--- config.mk ---
export PLATFORM = sky130hd
export DESIGN_NAME = muldiv_sequencer
export DESIGN_NICKNAME = d
export VERILOG_FILES = /design/src/rtl/muldiv_sequencer_pkg.sv /design/src/rtl/muldiv_step.sv /design/src/rtl/muldiv_sequencer.sv
export SDC_FILE = /design/constraint.sdc
export NUM_CORES = 1
export LEC_CHECK = 0
export CORE_MARGIN = 2
export CORE_UTILIZATION = 55
export CTS_CLUSTER_DIAMETER = 60
export DETAILED_ROUTE_END_ITERATION = 7
export GPL_TIMING_DRIVEN = 0
export HOLD_SLACK_MARGIN = 0.08
export PLACE_DENSITY = 0.79
export SETUP_SLACK_MARGIN = 0.3
export SYNTH_ARGS = -nofsm -noshare
export SYNTH_HDL_FRONTEND = slang
export SYNTH_SLANG_ARGS = --single-unit
--- constraint.sdc ---
create_clock -name clk -period 4.05 [get_ports clk]
set_clock_uncertainty 0.1 [all_clocks]
set_input_delay 0.81 -clock clk [delete_from_list [all_inputs] [get_ports clk]]
set_output_delay 0.81 -clock clk [all_outputs]
set_load 0.005 [all_outputs]
--- src/rtl/muldiv_sequencer_pkg.sv ---
// Shared encodings for the multiply/divide sequencer: ALU control codes
// consumed from decode and the controller state encoding.
package muldiv_sequencer_pkg;

  localparam logic [3:0] ALUCTRL_MULT = 4'b1111;
  localparam logic [3:0] ALUCTRL_DIV  = 4'b0011;

  typedef enum logic [1:0] {
    IDLE = 2'd0,
    MUL  = 2'd1,
    DIV  = 2'd2,
    FIN  = 2'd3
  } state_e;

endpackage

--- src/rtl/muldiv_step.sv ---
// One iteration of the shift-add multiply or restoring divide; purely combinational.
// acc holds {hi_part, lo_part}: product/multiplier for mul, remainder/quotient for div.
module muldiv_step #(
  parameter int W = 32
) (
  input  logic           is_div,
  input  logic [2*W-1:0] acc,
  input  logic [W-1:0]   opnd,
  output logic [2*W-1:0] acc_nxt
);

  logic [W:0] sum;
  logic [W:0] rem_sh;
  logic [W:0] trial;

  always_comb begin
    sum    = {1'b0, acc[2*W-1:W]} + (acc[0] ? {1'b0, opnd} : '0);
    rem_sh = acc[2*W-1:W-1];
    // The shifted remainder is below 2*divisor, so a negative trial always shows in bit W.
    trial  = rem_sh - {1'b0, opnd};
    if (!is_div) begin
      acc_nxt = {sum, acc[W-1:1]};
    end else if (!trial[W]) begin
      acc_nxt = {trial[W-1:0], acc[W-2:0], 1'b1};
    end else begin
      acc_nxt = {rem_sh[W-1:0], acc[W-2:0], 1'b0};
    end
  end

endmodule

--- src/rtl/muldiv_sequencer.sv ---
// MIPS HI/LO multiply/divide controller: W+1 cycles from accept to done (1 for div by zero).
// New requests are dropped unless ready; stall holds MFHI/MFLO while an op is in flight.
module muldiv_sequencer #(
  parameter int W     = 32,
  parameter int CNT_W = 6
) (
  input  logic         clk,
  input  logic         reset_n,
  input  logic         start,
  input  logic [3:0]   alu_ctrl,
  input  logic [W-1:0] op_a,
  input  logic [W-1:0] op_b,
  output logic         ready,
  output logic         busy,
  output logic         done,
  output logic         div_zero,
  output logic [W-1:0] hi,
  output logic [W-1:0] lo,
  input  logic         hilo_rd,
  output logic         stall
);

  import muldiv_sequencer_pkg::*;

  state_e           state_q, state_d;
  logic [CNT_W-1:0] cnt_q, cnt_d;
  logic [2*W-1:0]   acc_q, acc_d, acc_nxt;
  logic [W-1:0]     opnd_q, opnd_d;
  logic             dz_q, dz_d;
  logic [W-1:0]     hi_q, hi_d, lo_q, lo_d;
  logic             done_q, done_d;
  logic             div_zero_q, div_zero_d;

  muldiv_step #(.W(W)) u_step (
    .is_div  (state_q == DIV),
    .acc     (acc_q),
    .opnd    (opnd_q),
    .acc_nxt (acc_nxt)
  );

  always_comb begin
    state_d    = state_q;
    cnt_d      = cnt_q;
    acc_d      = acc_q;
    opnd_d     = opnd_q;
    dz_d       = dz_q;
    hi_d       = hi_q;
    lo_d       = lo_q;
    done_d     = 1'b0;
    div_zero_d = div_zero_q;
    case (state_q)
      IDLE: begin
        if (start && (alu_ctrl == ALUCTRL_MULT || alu_ctrl == ALUCTRL_DIV)) begin
          cnt_d      = '0;
          div_zero_d = 1'b0;
          dz_d       = 1'b0;
          if (alu_ctrl == ALUCTRL_MULT) begin
            acc_d   = {{W{1'b0}}, op_b};
            opnd_d  = op_a;
            state_d = MUL;
          end else if (op_b == '0) begin
            // Preload the architectural divide-by-zero result so FIN writes it unchanged.
            acc_d   = {op_a, {W{1'b1}}};
            opnd_d  = '0;
            dz_d    = 1'b1;
            state_d = FIN;
          end else begin
            acc_d   = {{W{1'b0}}, op_a};
            opnd_d  = op_b;
            state_d = DIV;
          end
        end
      end
      MUL, DIV: begin
        acc_d = acc_nxt;
        cnt_d = cnt_q + 1'b1;
        if (cnt_q == CNT_W'(W - 1)) state_d = FIN;
      end
      FIN: begin
        hi_d    = acc_q[2*W-1:W];
        lo_d    = acc_q[W-1:0];
        done_d  = 1'b1;
        if (dz_q) div_zero_d = 1'b1;
        state_d = IDLE;
      end
      default: state_d = IDLE;
    endcase
  end

  always_ff @(posedge clk or negedge reset_n) begin
    if (!reset_n) begin
      state_q    <= IDLE;
      cnt_q      <= '0;
      acc_q      <= '0;
      opnd_q     <= '0;
      dz_q       <= 1'b0;
      hi_q       <= '0;
      lo_q       <= '0;
      done_q     <= 1'b0;
      div_zero_q <= 1'b0;
    end else begin
      state_q    <= state_d;
      cnt_q      <= cnt_d;
      acc_q      <= acc_d;
      opnd_q     <= opnd_d;
      dz_q       <= dz_d;
      hi_q       <= hi_d;
      lo_q       <= lo_d;
      done_q     <= done_d;
      div_zero_q <= div_zero_d;
    end
  end

  assign ready    = (state_q == IDLE);
  assign busy     = (state_q != IDLE);
  assign stall    = hilo_rd & busy;
  assign done     = done_q;
  assign div_zero = div_zero_q;
  assign hi       = hi_q;
  assign lo       = lo_q;

endmodule
; ---- After elaboration in Yosys (flattened, before gate mapping)
; Index checks and enable logic that the tools add are counted.
[totals]
input_bits = 72
latch_bits = 0
mem_count = 0
rom_bits = 0
reg_bits = 171
word_cells = 56
ram_bits = 0
[classes]
n_mul = 0
shift = 0
mux = 22
order_cmp = 0
reduce_logical = 12
n_addsub = 3
n_bitwise = 1
eq_ne = 9
div_mod_pow = 0
[op_table]
columns = operator, n
row1 = $mux W64, 5
row2 = $pmux W64 S2, 1
row3 = $mux W32, 3
row4 = $add A32 B33 Y33, 1
row5 = $sub A33 B32 Y33, 1
row6 = $logic_not A32 Y1, 1
row7 = $pmux W6 S2, 1
row8 = $add A6 B1 Y6 const B, 1
row9 = $eq A6 B5 Y1 const B, 1
row10 = $mux W1, 6
row11 = $mux W2, 3
row12 = $mux W6, 1
row13 = $pmux W2 S3, 1
row14 = $reduce_and A2 Y1, 3
row15 = $reduce_bool A2 Y1, 3
row16 = $eq A2 B2 Y1 const B, 2
row17 = $eq A4 B2 Y1 const B, 1
row18 = $eq A4 B4 Y1 const B, 1
row19 = $ne A2 B2 Y1 const B, 2
row20 = $reduce_and A3 Y1, 1
row21 = $eq A2 B1 Y1 const B, 1
row22 = $logic_not A2 Y1, 1
row23 = $ne A2 B1 Y1 const B, 1
row24 = $pmux W1 S2, 1
row25 = 4 further kinds, 4

; ---- Depth between registers and ports, before layout
; Gate-level depths: netlist (run 1).
[depth]
depth_word = 5
ltp_mapped = 15
mapped_depth_nobuf = 13

; ---- Modules after synthesis
; A second synthesis (run 1) with hierarchy kept.
[hier_totals]
cells_unflattened = 1395
hier_area_um2 = 12425.7
[by_module_without_submodules]
columns = mod, cells_each, area_per_inst_um2, instances, seq_area_each_um2
row1 = muldiv_sequencer, 719, 7747.4, 1, 4279.1
row2 = muldiv_step, 676, 4678.2, 1, 0.0

; ---- Worst setup path after synthesis (run 1)
; Ideal clock, no wire load.
[synth_path]
path_type = register to register
startpoint = register acc_q[31]
endpoint = register acc_q[56]
arrival_time_ns = 3.438
path_buffers = 0
setup_slack_ns = 0.374
setup_time_ns = 0.138
path_stages_with_launch = 14
cell_sequence = dfrtp_1 inv_1 ha_1 fa_1 nand2b_1 a21oi_1 nor4b_1 o31a_1 o31a_1 o41ai_4 xor2_2 mux2_2 a222oi_1 o21ai_0
[synth_between]
elab_chain_cells = 4
[synth_lines]
columns = item, line_no
row1 = "start, declared", muldiv_sequencer.sv:27  ; logic [2*W-1:0] acc_q, acc_d, acc_nxt;
row2 = "start signal, assigned", muldiv_sequencer.sv:94  ; acc_q <= '0;
row3 = "start signal, assigned", muldiv_sequencer.sv:104  ; acc_q <= acc_d;
row4 = $sub A33 B32 Y33, muldiv_step.sv:20  ; trial = rem_sh - {1'b0, opnd};
row5 = $mux W64, muldiv_step.sv:23  ; end else if (!trial[W]) begin
row6 = $mux W64, muldiv_step.sv:21  ; if (!is_div) begin
row7 = $pmux W64 S2, muldiv_sequencer.sv:51  ; case (state_q)
; No other way between the ends.
; A chain may end at the register's enable or synchronous reset.

; ---- Worst setup path in the final report (run 1)
[layout_path]
startpoint = register acc_q[31]
endpoint = register acc_q[57]
; The elaborated chain is that of the path after synthesis.

==> results.py, run 1 <==
metrics = {
    "die": {
        "core_area_mm2": 0.0217,
        "fp-row-count": 54,
        "dieArea_mm2": 0.0232,
        "num_io_pins": 141,
        "die_height_um": 152,
        "die_x_um": 152,
        "initial_core_util": 0.558,
    },
    "pwr": {
        "power_leakage_nw": 6.49,
        "p_int_mw": 8.75,
        "total_power_mw": 16.8,
        "p_per_area_mw_per_mm2": 1110,
        "swShare": 0.479,
        "ir_drop_mv": 0.542,
        "clockPowerShare": 0.101,
        "p_sw_mw": 8.04,
        "p_comb_frac": 0.697,
        "seqPwrFrac": 0.202,
    },
    "cts": {
        "cts_root_buffer": "clkbuf_16",
        "clkTransAtPathRegs_ns": 0.08,
        "cts-buffers-inserted": 17,
        "clock_sinks": 171,
        "clkLatencyLatePin_ns": 0.45,
        "cts_buffer_depth": 2,
        "cts_tree": "done",
        "htreeDepth": 4,
    },
    "timing": {
        "rsz0062_at_grt": "true",
        "layout_setup_ws_ns": 0.0951,
        "setup_violations": 0,
        "whs_ns": 0.215,
        "hold_viol": 0,
        "slew_headroom": 0.186,
        "max_freq_ghz": 0.253,
        "worst_slew_pin_slew_ns": 1.22,
        "fin_crit_ns": 3.95,
        "finalCritPeriodShare": 0.977,
        "slew_violations": 0,
        "fin_tns_setup_ns": 0,
    },
    "placement": {
        "pre_cts_slack_ns": -0.673,
        "port_buffers": 140,
        "dp_cells": 1787,
        "hpwl_um": 32000,
        "place_area_mm2": 0.0139,
        "place.gp.congestion": 0.969,
    },
    "run_status": {
        "outcome": "completed",
    },
    "synthesis": {
        "syn-num-nets": 1508,
        "yosys_warnings": 0,
        "ys_seq_elements": 171,
        "syn_area_per_cell_um2": 8.86,
        "syn_area_mm2": 0.0121,
        "synth_cell_types": 67,
        "ys_async_sr_fraction": 1.00,
        "synthCells": 1366,
        "yosysTopAreaCellShare": 0.354,
        "yosysSeqAreaShare": 0.354,
        "synth_ff_type": "dfrtp_1",
        "synth_edf_count": 0,
        "netlist.top_cell.by_area": "dfrtp_1",
        "synthTopCellsByArea": "dfrtp_1 (35%), mux2_2 (8.9%), ha_1 (7.0%), a21oi_1 (6.3%), mux2i_1 (4.7%)",
    },
    "run": {
        "cap_violations": 0,
    },
    "global_routing": {
        "busiest_layer": "met2",
        "grtUsageMet1": 0.506,
        "antenna_found_initial": 0,
        "first_global_vias": 11300,
        "use_met3": 0.0774,
        "grt_util_met2": 0.560,
        "track_usage": 0.366,
        "grt_max_degree": 98,
        "grt_pass1_wl_um": 65600,
        "overflow": 0,
    },
    "detailed_routing": {
        "via_per_inst": 6.31,
        "drc": 0,
        "dr.first_iter.drc_count": 1204,
        "ant_nets": 0,
        "routed_wl_um": 43000,
        "avgRoutedWirePerCell_um": 23.3,
        "num_vias": 11700,
        "drtPass1Iterations": 6,
    },
    "finish": {
        "fin_nets": 1697,
        "post-route-util": 0.698,
        "layout_common_cells": "dfrtp_1 (169), a21oi_1 (148), clkdlybuf4s50_1 (139)",
        "final_common_cell": "dfrtp_1",
        "fin_cells": 1848,
        "antennaDiodeCount": 0,
        "layout-drive-gt1-share": 0.140,
        "syn_to_final_growth_pct": 25.0,
        "fin_area_mm2": 0.0151,
    },
    "worst_setup_path": {
        "reg2reg_to": "acc_q[57]",
        "endpoint_kind": "flip-flop",
        "crit_path_max_fanout": 7,
        "reg2regPathDepth": 15,
        "critPathArrivalTime_ns": 4.18,
        "crit_path_start_kind": "flip-flop",
        "path_class": "reg2reg",
        "cp-startpoint": "acc_q[31]",
        "cp.required_ns": 4.28,
        "reg2reg_from": "acc_q[31]",
        "r2r_slack_ns": 0.1,
    },
    "min_path": {
        "hold_path_class": "in2async",
    },
}
-- repair_timing --
item                       in CTS  in global routing
pin swaps                      23                 12
resized for setup              45                 40
cloned                          1                  2
setup buffers                  16                 10
hold buffers                    0                  0
setup endpoints to repair      39                 58
-- sequential cells by signal, indices dropped and copies added, names as in the netlist --
register  count
acc_q        64
lo           32
state_q       2
hi           32
opnd_q       32
cnt_q         6
done          1
dz_q          1
div_zero      1
-- critical path: stages, from the launching register on --
cell      delay [ns]
dfrtp_1         0.38
inv_2           0.07
ha_4            0.17
fa_2            0.40
nand2b_4        0.17
a21oi_4         0.21
nor4b_4         0.08
o31a_1          0.31
o31a_1          0.33
o41ai_4         0.43
xor2_4          0.20
buf_12          0.17
buf_12          0.15
mux2i_4         0.23
o32ai_1         0.11
a221o_1         0.29
-- worst max path at each step --
stage / to / slack (ns) / cells after the start
after floorplan: acc_q[56] / 0.37 / 13
after global placement: hi[24] / -5.14 / 1
after detailed placement: acc_q[57] / -0.67 / 14
after CTS: acc_q[57] / 0.16 / 14
after global routing: acc_q[57] / 0.009 / 15
final: acc_q[57] / 0.1 / 15
-- per-layer routing --
metal,vias to the layer above,routed length (µm)
met3,135,4180
met2,658,19000
met4,0,2070
met5,-,0
met1,5536,17800
li1,5340,-
-- power by group through the flow --
stage / Clock [mW] / Sequential [mW] / Combinational [mW]
after floorplan: 0 / 3.08 / 6.69
after global placement: 0 / 3.35 / 9.56
after detailed placement: 0 / 3.37 / 9.72
after CTS: 1.70 / 3.35 / 10.6
after global routing: 1.77 / 3.48 / 12.5
final: 1.70 / 3.39 / 11.7
-- synth_stat cells, types with 24 or more instances --
cell type and number:
a21o_1 27, a21oi_1 152, and2_1 36, clkbuf_1 67
dfrtp_1 171, ha_1 68, inv_1 52, mux2_2 96
mux2i_1 57, nand2_1 96, nor2_1 111, nor3_1 77
o21ai_0 81, xnor2_1 31, xor2_1 24
-- logic make-up after synthesis --
group	share of synthesized area
and+or+nand+nor	0.158
AOI/OAI and AO/OA	0.193
DFF	0.354
muxes	0.138
buffers and inverters	0.0419
adders and majority gates	0.0736
xor gates and xnor gates	0.0411
-- final cells by class --
cell class                      instances  area, µm²
Fill cell                            1706       6560
Sequential cell                       171       4280
Timing Repair Buffer                  170       1770
Clock buffer                           18        429
Multi-Input combinational cell       1065       7560
Tap cell                              280        350
Inverter                               52        195
Buffer                                 78        363
Clock inverter                         14        180
Power figures use the tool's default switching activity.
==> run 2, diff against run 1 <==
--- a/config.mk
+++ b/config.mk
@@ -12,7 +12,6 @@
 export GPL_TIMING_DRIVEN = 0
 export HOLD_SLACK_MARGIN = 0.08
 export PLACE_DENSITY = 0.79
-export SETUP_SLACK_MARGIN = 0.3
 export SYNTH_ARGS = -nofsm -noshare
 export SYNTH_HDL_FRONTEND = slang
 export SYNTH_SLANG_ARGS = --single-unit
==> run 2 against run 1 <==
The flow now finishes with violations (setup timing). Final cell count down 1.1%. Worst hold slack better by 0.0084 ns. Clock-buffer cell count did not move. Critical path depth is 5 lower. Via count down 1.4%. Fmax down 3.2%. Clock power about the same. Flip-flop and latch count did not move. Cell area fell by 2.8%. Power fell by 7.7%. Core utilization is 2.0 points lower. Largest cell class unchanged. Largest power group unchanged.
==> results.py, run 2 (synthesis results as in run 1) <==
metrics = {
    "run_status": {
        "outcome": "finished with violations",
        "violations": "setup timing",
    },
    "pwr": {
        "power_leakage_nw": 6.29,
        "total_power_mw": 15.5,
        "seqPwrFrac": 0.219,
        "clockPowerShare": 0.110,
        "p_sw_mw": 7.62,
        "ir_drop_mv": 0.551,
        "p_int_mw": 7.88,
        "swShare": 0.492,
        "p_comb_frac": 0.671,
        "p_per_area_mw_per_mm2": 1050,
    },
    "timing": {
        "layout_setup_ws_ns": -0.0363,
        "whs_ns": 0.223,
        "finalCritPeriodShare": 1.01,
        "max_freq_ghz": 0.245,
        "rsz0062_at_grt": "true",
        "hold_viol": 0,
        "fin_tns_setup_ns": -0.0363,
        "setup_violations": 1,
        "fin_crit_ns": 4.09,
        "slew_headroom": 0.159,
        "slew_violations": 0,
        "worst_slew_pin_slew_ns": 1.26,
    },
    "worst_setup_path": {
        "reg2reg_to": "acc_q[62]",
        "cp-endpoint": "acc_q[62]",
        "path_class": "in2reg",
        "endpoint_kind": "flip-flop",
        "crit_path_max_fanout": 9,
        "critPathArrivalTime_ns": 4.30,
        "cp-startpoint": "alu_ctrl[2]",
        "crit_path_start_kind": "input pin",
        "reg2regPathDepth": 11,
        "reg2reg_from": "state_q[0]",
        "r2r_slack_ns": 0.02,
        "cp.required_ns": 4.26,
    },
    "finish": {
        "fin_nets": 1677,
        "post-route-util": 0.678,
        "antennaDiodeCount": 0,
        "layout_common_cells": "dfrtp_1 (169), a21oi_1 (151), clkdlybuf4s50_1 (139)",
        "fin_area_mm2": 0.0147,
        "largest_reg_flops": 64,
        "final_common_cell": "dfrtp_1",
        "fin_cells": 1828,
        "syn_to_final_growth_pct": 21.5,
        "top_register": "acc_q",
        "layout-drive-gt1-share": 0.110,
    },
    "global_routing": {
        "track_usage": 0.363,
        "antenna_found_initial": 0,
        "first_global_vias": 11200,
        "grt_pass1_wl_um": 65000,
        "overflow": 0,
        "grt_max_degree": 98,
    },
    "detailed_routing": {
        "num_vias": 11500,
        "dr.first_iter.drc_count": 1177,
        "drc": 0,
        "ant_nets": 0,
        "via_per_inst": 6.30,
        "avgRoutedWirePerCell_um": 23.2,
        "drtPass1Iterations": 6,
        "routed_wl_um": 42400,
    },
    "run": {
        "cap_violations": 0,
    },
    "die": {
        "initial_core_util": 0.558,
        "die_x_um": 152,
        "dieArea_mm2": 0.0232,
        "die_height_um": 152,
        "num_io_pins": 141,
        "core_area_mm2": 0.0217,
        "fp-row-count": 54,
    },
    "cts": {
        "htreeDepth": 4,
        "cts_root_buffer": "clkbuf_16",
        "cts_tree": "done",
        "clock_sinks": 171,
        "cts_buffer_depth": 2,
        "clkLatencyLatePin_ns": 0.45,
        "hold_buffers": 0,
        "cts-buffers-inserted": 17,
        "clkTransAtPathRegs_ns": 0.08,
    },
    "placement": {
        "dp_cells": 1787,
        "pre_cts_slack_ns": -0.673,
        "port_buffers": 140,
        "hpwl_um": 32000,
        "place_area_mm2": 0.0139,
        "place.gp.congestion": 0.969,
    },
    "min_path": {
        "hold_path_class": "in2async",
    },
}
-- run 2: changes by cell type in the layout (fill, tap and decap cells not counted), moves of 4 or more --
cell / previous run / this run
buf_4: 18 / 10
mux2i_1: 51 / 55
buf_12: 7 / 2
buf_6: 5 / 1
clkbuf_2: 7 / 2
clkbuf_1: 59 / 65
-- run 2: worst min-delay path by stage --
stage	slack, ns	to	startpoint	cells after the start
final	0.22	lo[2]	reset_n	1
after global routing	0.27	hi[0]	reset_n	1
after CTS	0.25	acc_q[6]	reset_n	1
after detailed placement	0.39	cnt_q[1]	cnt_q[1]	2
after global placement	0.39	cnt_q[1]	cnt_q[1]	2
after floorplan	0.35	dz_q	dz_q	2
-- run 2: power by group through the flow --
| stage | Combinational (mW) | Clock [mW] | Sequential [mW] |
|---|---|---|---|
| after global routing | 11.2 | 1.77 | 3.48 |
| after detailed placement | 9.72 | 0 | 3.37 |
| after global placement | 9.56 | 0 | 3.35 |
| after CTS | 10.1 | 1.70 | 3.35 |
| after floorplan | 6.69 | 0 | 3.08 |
| final | 10.4 | 1.70 | 3.39 |
-- run 2: final cells by class --
class / count / area (µm²)
multi-input cells: 1065 / 7430
fillers: 1758 / 6980
flip-flops and latches: 171 / 4280
repair buffers: 150 / 1510
clock buffers: 18 / 429
well taps: 280 / 350
plain buffers: 78 / 330
inverters: 52 / 195
clock inverters: 14 / 180
-- run 2: per-layer routing --
layer	global-route usage	vias up	part of all wire
li1	-	5291	-
met1	0.502	5455	0.42
met2	0.556	640	0.44
met3	0.0782	123	0.099
met4	0.155	0	0.043
met5	0	-	0
-- run 2: what timing repair did --
item | in CTS | in global routing
pin swaps | 6 | 3
setup buffers | 7 | 2
gates resized for setup | 19 | 11
endpoints found under the setup margin | 33 | 23
-- run 2: critical path, cell delays in order --
cell and delay (ns):
clkdlybuf4s50_1 0.51, xnor2_1 0.13, nand4_1 0.32, or2_2 0.39, clkbuf_1 0.14, a21boi_0 0.15
nor2_1 0.71, nand2_1 0.66, o31ai_1 0.38, a311oi_1 0.08
==> run 3, diff against run 2 <==
--- a/config.mk
+++ b/config.mk
@@ -11,7 +11,8 @@
 export DETAILED_ROUTE_END_ITERATION = 7
 export GPL_TIMING_DRIVEN = 0
 export HOLD_SLACK_MARGIN = 0.08
-export PLACE_DENSITY = 0.79
+export PLACE_DENSITY = 0.78
 export SYNTH_ARGS = -nofsm -noshare
 export SYNTH_HDL_FRONTEND = slang
+export SYNTH_HIERARCHICAL = 1
 export SYNTH_SLANG_ARGS = --single-unit
==> run 3 against run 2 <==
The run now ends clean. Clock-buffer cell count stayed put. Cell area is 0.88% higher. Area after synthesis is 2.7% higher. Non-clock buffer count is 9 higher. Fmax is 3.2% higher. Global-route usage is 4.0 points lower. Critical path type is now reg2reg.
==> results.py, run 3 <==
metrics = {
    "placement": {
        "place.gp.congestion": 0.962,
        "port_buffers": 140,
        "hpwl_um": 29700,
    },
    "synthesis": {
        "synth_ff_type": "dfrtp_1",
        "yosysTopAreaCellShare": 0.344,
        "yosysSeqAreaShare": 0.344,
        "syn_area_mm2": 0.0124,
        "ys_async_sr_fraction": 1.00,
        "ys_seq_elements": 171,
        "syn-num-nets": 1537,
        "synthCells": 1395,
        "netlist.top_cell.by_area": "dfrtp_1",
        "yosys-top-cells-count": "dfrtp_1 (171), o21ai_0 (110), a21oi_1 (107), mux2_2 (96), nand2_1 (94)",
        "yosys_warnings": 6,
        "synth_cell_types": 70,
        "synth_most_common_cell": "dfrtp_1",
        "synth_edf_count": 0,
        "synthTopCellsByArea": "dfrtp_1 (34%), mux2_2 (8.7%), ha_1 (6.8%), a32oi_1 (4.6%), o21ai_0 (4.4%)",
        "syn_area_per_cell_um2": 8.91,
    },
    "worst_setup_path": {
        "crit_path_start_kind": "flip-flop",
        "crit_path_max_fanout": 10,
        "endpoint_kind": "flip-flop",
        "reg2regPathDepth": 14,
        "reg2reg_to": "acc_q[58]",
        "critPathArrivalTime_ns": 4.18,
        "reg2reg_from": "acc_q[0]",
        "cp.required_ns": 4.27,
        "cp-startpoint": "acc_q[0]",
        "r2r_slack_ns": 0.09,
        "path_class": "reg2reg",
        "cp-endpoint": "acc_q[58]",
    },
    "pwr": {
        "power_leakage_nw": 6.58,
        "p_sw_mw": 6.85,
        "p_int_mw": 7.45,
        "total_power_mw": 14.3,
        "p_comb_frac": 0.653,
        "p_per_area_mw_per_mm2": 964,
        "seqPwrFrac": 0.230,
        "clockPowerShare": 0.117,
        "ir_drop_mv": 0.402,
        "swShare": 0.479,
    },
    "timing": {
        "hold_viol": 0,
        "slew_violations": 0,
        "worst_slew_pin_slew_ns": 1.13,
        "fin_tns_setup_ns": 0,
        "setup_violations": 0,
        "slew_headroom": 0.248,
        "max_freq_ghz": 0.253,
        "rsz0062_at_grt": "false",
        "finalCritPeriodShare": 0.977,
        "fin_crit_ns": 3.96,
    },
    "global_routing": {
        "track_usage": 0.323,
        "first_global_vias": 11300,
        "grt_pass1_wl_um": 60900,
        "overflow": 0,
        "grt_max_degree": 112,
        "antenna_found_initial": 0,
    },
    "detailed_routing": {
        "num_vias": 11800,
        "via_per_inst": 6.37,
        "routed_wl_um": 38700,
        "drc": 0,
        "avgRoutedWirePerCell_um": 20.9,
        "ant_nets": 0,
        "dr.first_iter.drc_count": 1264,
        "drtPass1Iterations": 6,
    },
    "cts": {
        "cts_setup_buffers": 0,
        "cts_buffer_depth": 2,
        "hold_buffers": 0,
        "clkLatencyLatePin_ns": 0.45,
        "cts-buffers-inserted": 17,
        "htreeDepth": 4,
        "cts_root_buffer": "clkbuf_16",
        "clkTransAtPathRegs_ns": 0.08,
        "clock_sinks": 171,
        "cts_tree": "done",
    },
    "finish": {
        "post-route-util": 0.674,
        "fillCellCount": 1832,
        "largest_reg_flops": 64,
        "final_common_cell": "dfrtp_1",
        "layout_common_cells": "dfrtp_1 (171), clkdlybuf4s50_1 (139), o21ai_0 (109)",
        "seq_area_mm2": 0.00428,
        "layout-drive-gt1-share": 0.114,
        "syn_to_final_growth_pct": 19.4,
        "antennaDiodeCount": 0,
        "fin_nets": 1696,
        "multi_input_area_mm2": 0.00739,
        "top_register": "acc_q",
    },
    "die": {
        "num_io_pins": 141,
        "die_height_um": 154,
        "core_area_mm2": 0.0220,
        "die_x_um": 154,
        "initial_core_util": 0.564,
        "dieArea_mm2": 0.0238,
        "fp-row-count": 54,
    },
    "run": {
        "cap_violations": 0,
    },
    "run_status": {
        "outcome": "completed",
    },
    "min_path": {
        "hold_path_class": "in2async",
    },
}
run 3: cell count changes in the layout (fill, tap and decap cells not counted), moves of 14 or more:
cell      previous run  this run
a211oi_1            10        39
a21oi_1            151       107
a32oi_1              0        65
buf_2                0        19
inv_1               52        85
mux2i_1             55        32
nand3_1             10        24
nor2_1             111        77
nor3_1              77         5
o21ai_0             80       109
o21ai_1             13        51
run 3: worst min-delay path by stage:
| stage | endpoint |
|---|---|
| 3_3_place_gp | opnd_q[0] |
| 5_1_grt | lo[5] |
| 6_report | lo[6] |
| 2_1_floorplan | opnd_q[10] |
| 4_1_cts | lo[6] |
| 3_5_place_dp | lo[6] |
run 3: cell type report:
| class | count | share of cell area |
|---|---|---|
| Multi-Input combinational cell | 1041 | 0.498 |
| Sequential cell | 171 | 0.288 |
| Timing Repair Buffer | 141 | 0.0967 |
| Buffer | 96 | 0.0305 |
| Clock buffer | 18 | 0.0289 |
| Tap cell | 280 | 0.0236 |
| Inverter | 86 | 0.0218 |
| Clock inverter | 14 | 0.0116 |
run 3: worst max-delay path: stages, from the launching register on:
cell	delay (ns)
dfrtp_1	0.52
clkbuf_2	0.25
and2_1	0.18
ha_1	0.26
clkbuf_1	0.31
and4_1	0.30
nand4_1	0.13
a311o_1	0.36
a21boi_1	0.39
a31oi_1	0.20
nor3b_1	0.25
a221oi_1	0.10
o21a_1	0.17
a32oi_1	0.21
o21ai_1	0.09
run 3: repair_timing:
action / CTS / global route
endpoints found under the setup margin: 9 / 24
pin swaps: 0 / 2
gates resized for setup: 2 / 8
cloned: 0 / 0
run 3: power groups by stage:
| stage | clock (mW) | combinational, mW | sequential [mW] |
|---|---|---|---|
| 3_5_place_dp | 0 | 9.04 | 3.29 |
| 2_1_floorplan | 0 | 6.50 | 2.99 |
| 5_1_grt | 1.74 | 10.2 | 3.38 |
| 6_report | 1.67 | 9.34 | 3.29 |
| 4_1_cts | 1.68 | 9.12 | 3.26 |
| 3_3_place_gp | 0 | 8.87 | 3.27 |
run 3: cell families (layout without fill, tap and decap cells):
group / count (synthesis) / in the layout / share of synthesized area
and+or+nand+nor: 299 / 299 / 0.117
buffers and inverters: 183 / 355 / 0.0625
xor gates and xnor gates: 56 / 56 / 0.0407
AOI/OAI and AO/OA: 487 / 487 / 0.250
muxes: 129 / 129 / 0.114
DFF: 171 / 171 / 0.344
adders and majority gates: 70 / 70 / 0.0717
run 3: stage by stage:
stage	setup slack (ns)	cells	hold slack, ns	cell area (µm²)
2_1_floorplan	0.797	1395	0.364	12400
3_3_place_gp	-4.85	1815	0.386	14200
3_5_place_dp	-0.261	1816	0.394	14200
4_1_cts	0.0388	1848	0.198	14800
5_1_grt	0.00430	1847	0.218	14800
6_report	0.0912	1847	0.173	14800
run 3: routing by layer:
| metal | track usage | up-vias | share of wire |
|---|---|---|---|
| met2 | 0.492 | 664 | 0.44 |
| met5 | 0 | - | 0 |
| met1 | 0.466 | 5586 | 0.44 |
| met3 | 0.0597 | 86 | 0.099 |
| met4 | 0.108 | 0 | 0.025 |
| li1 | - | 5435 | - |
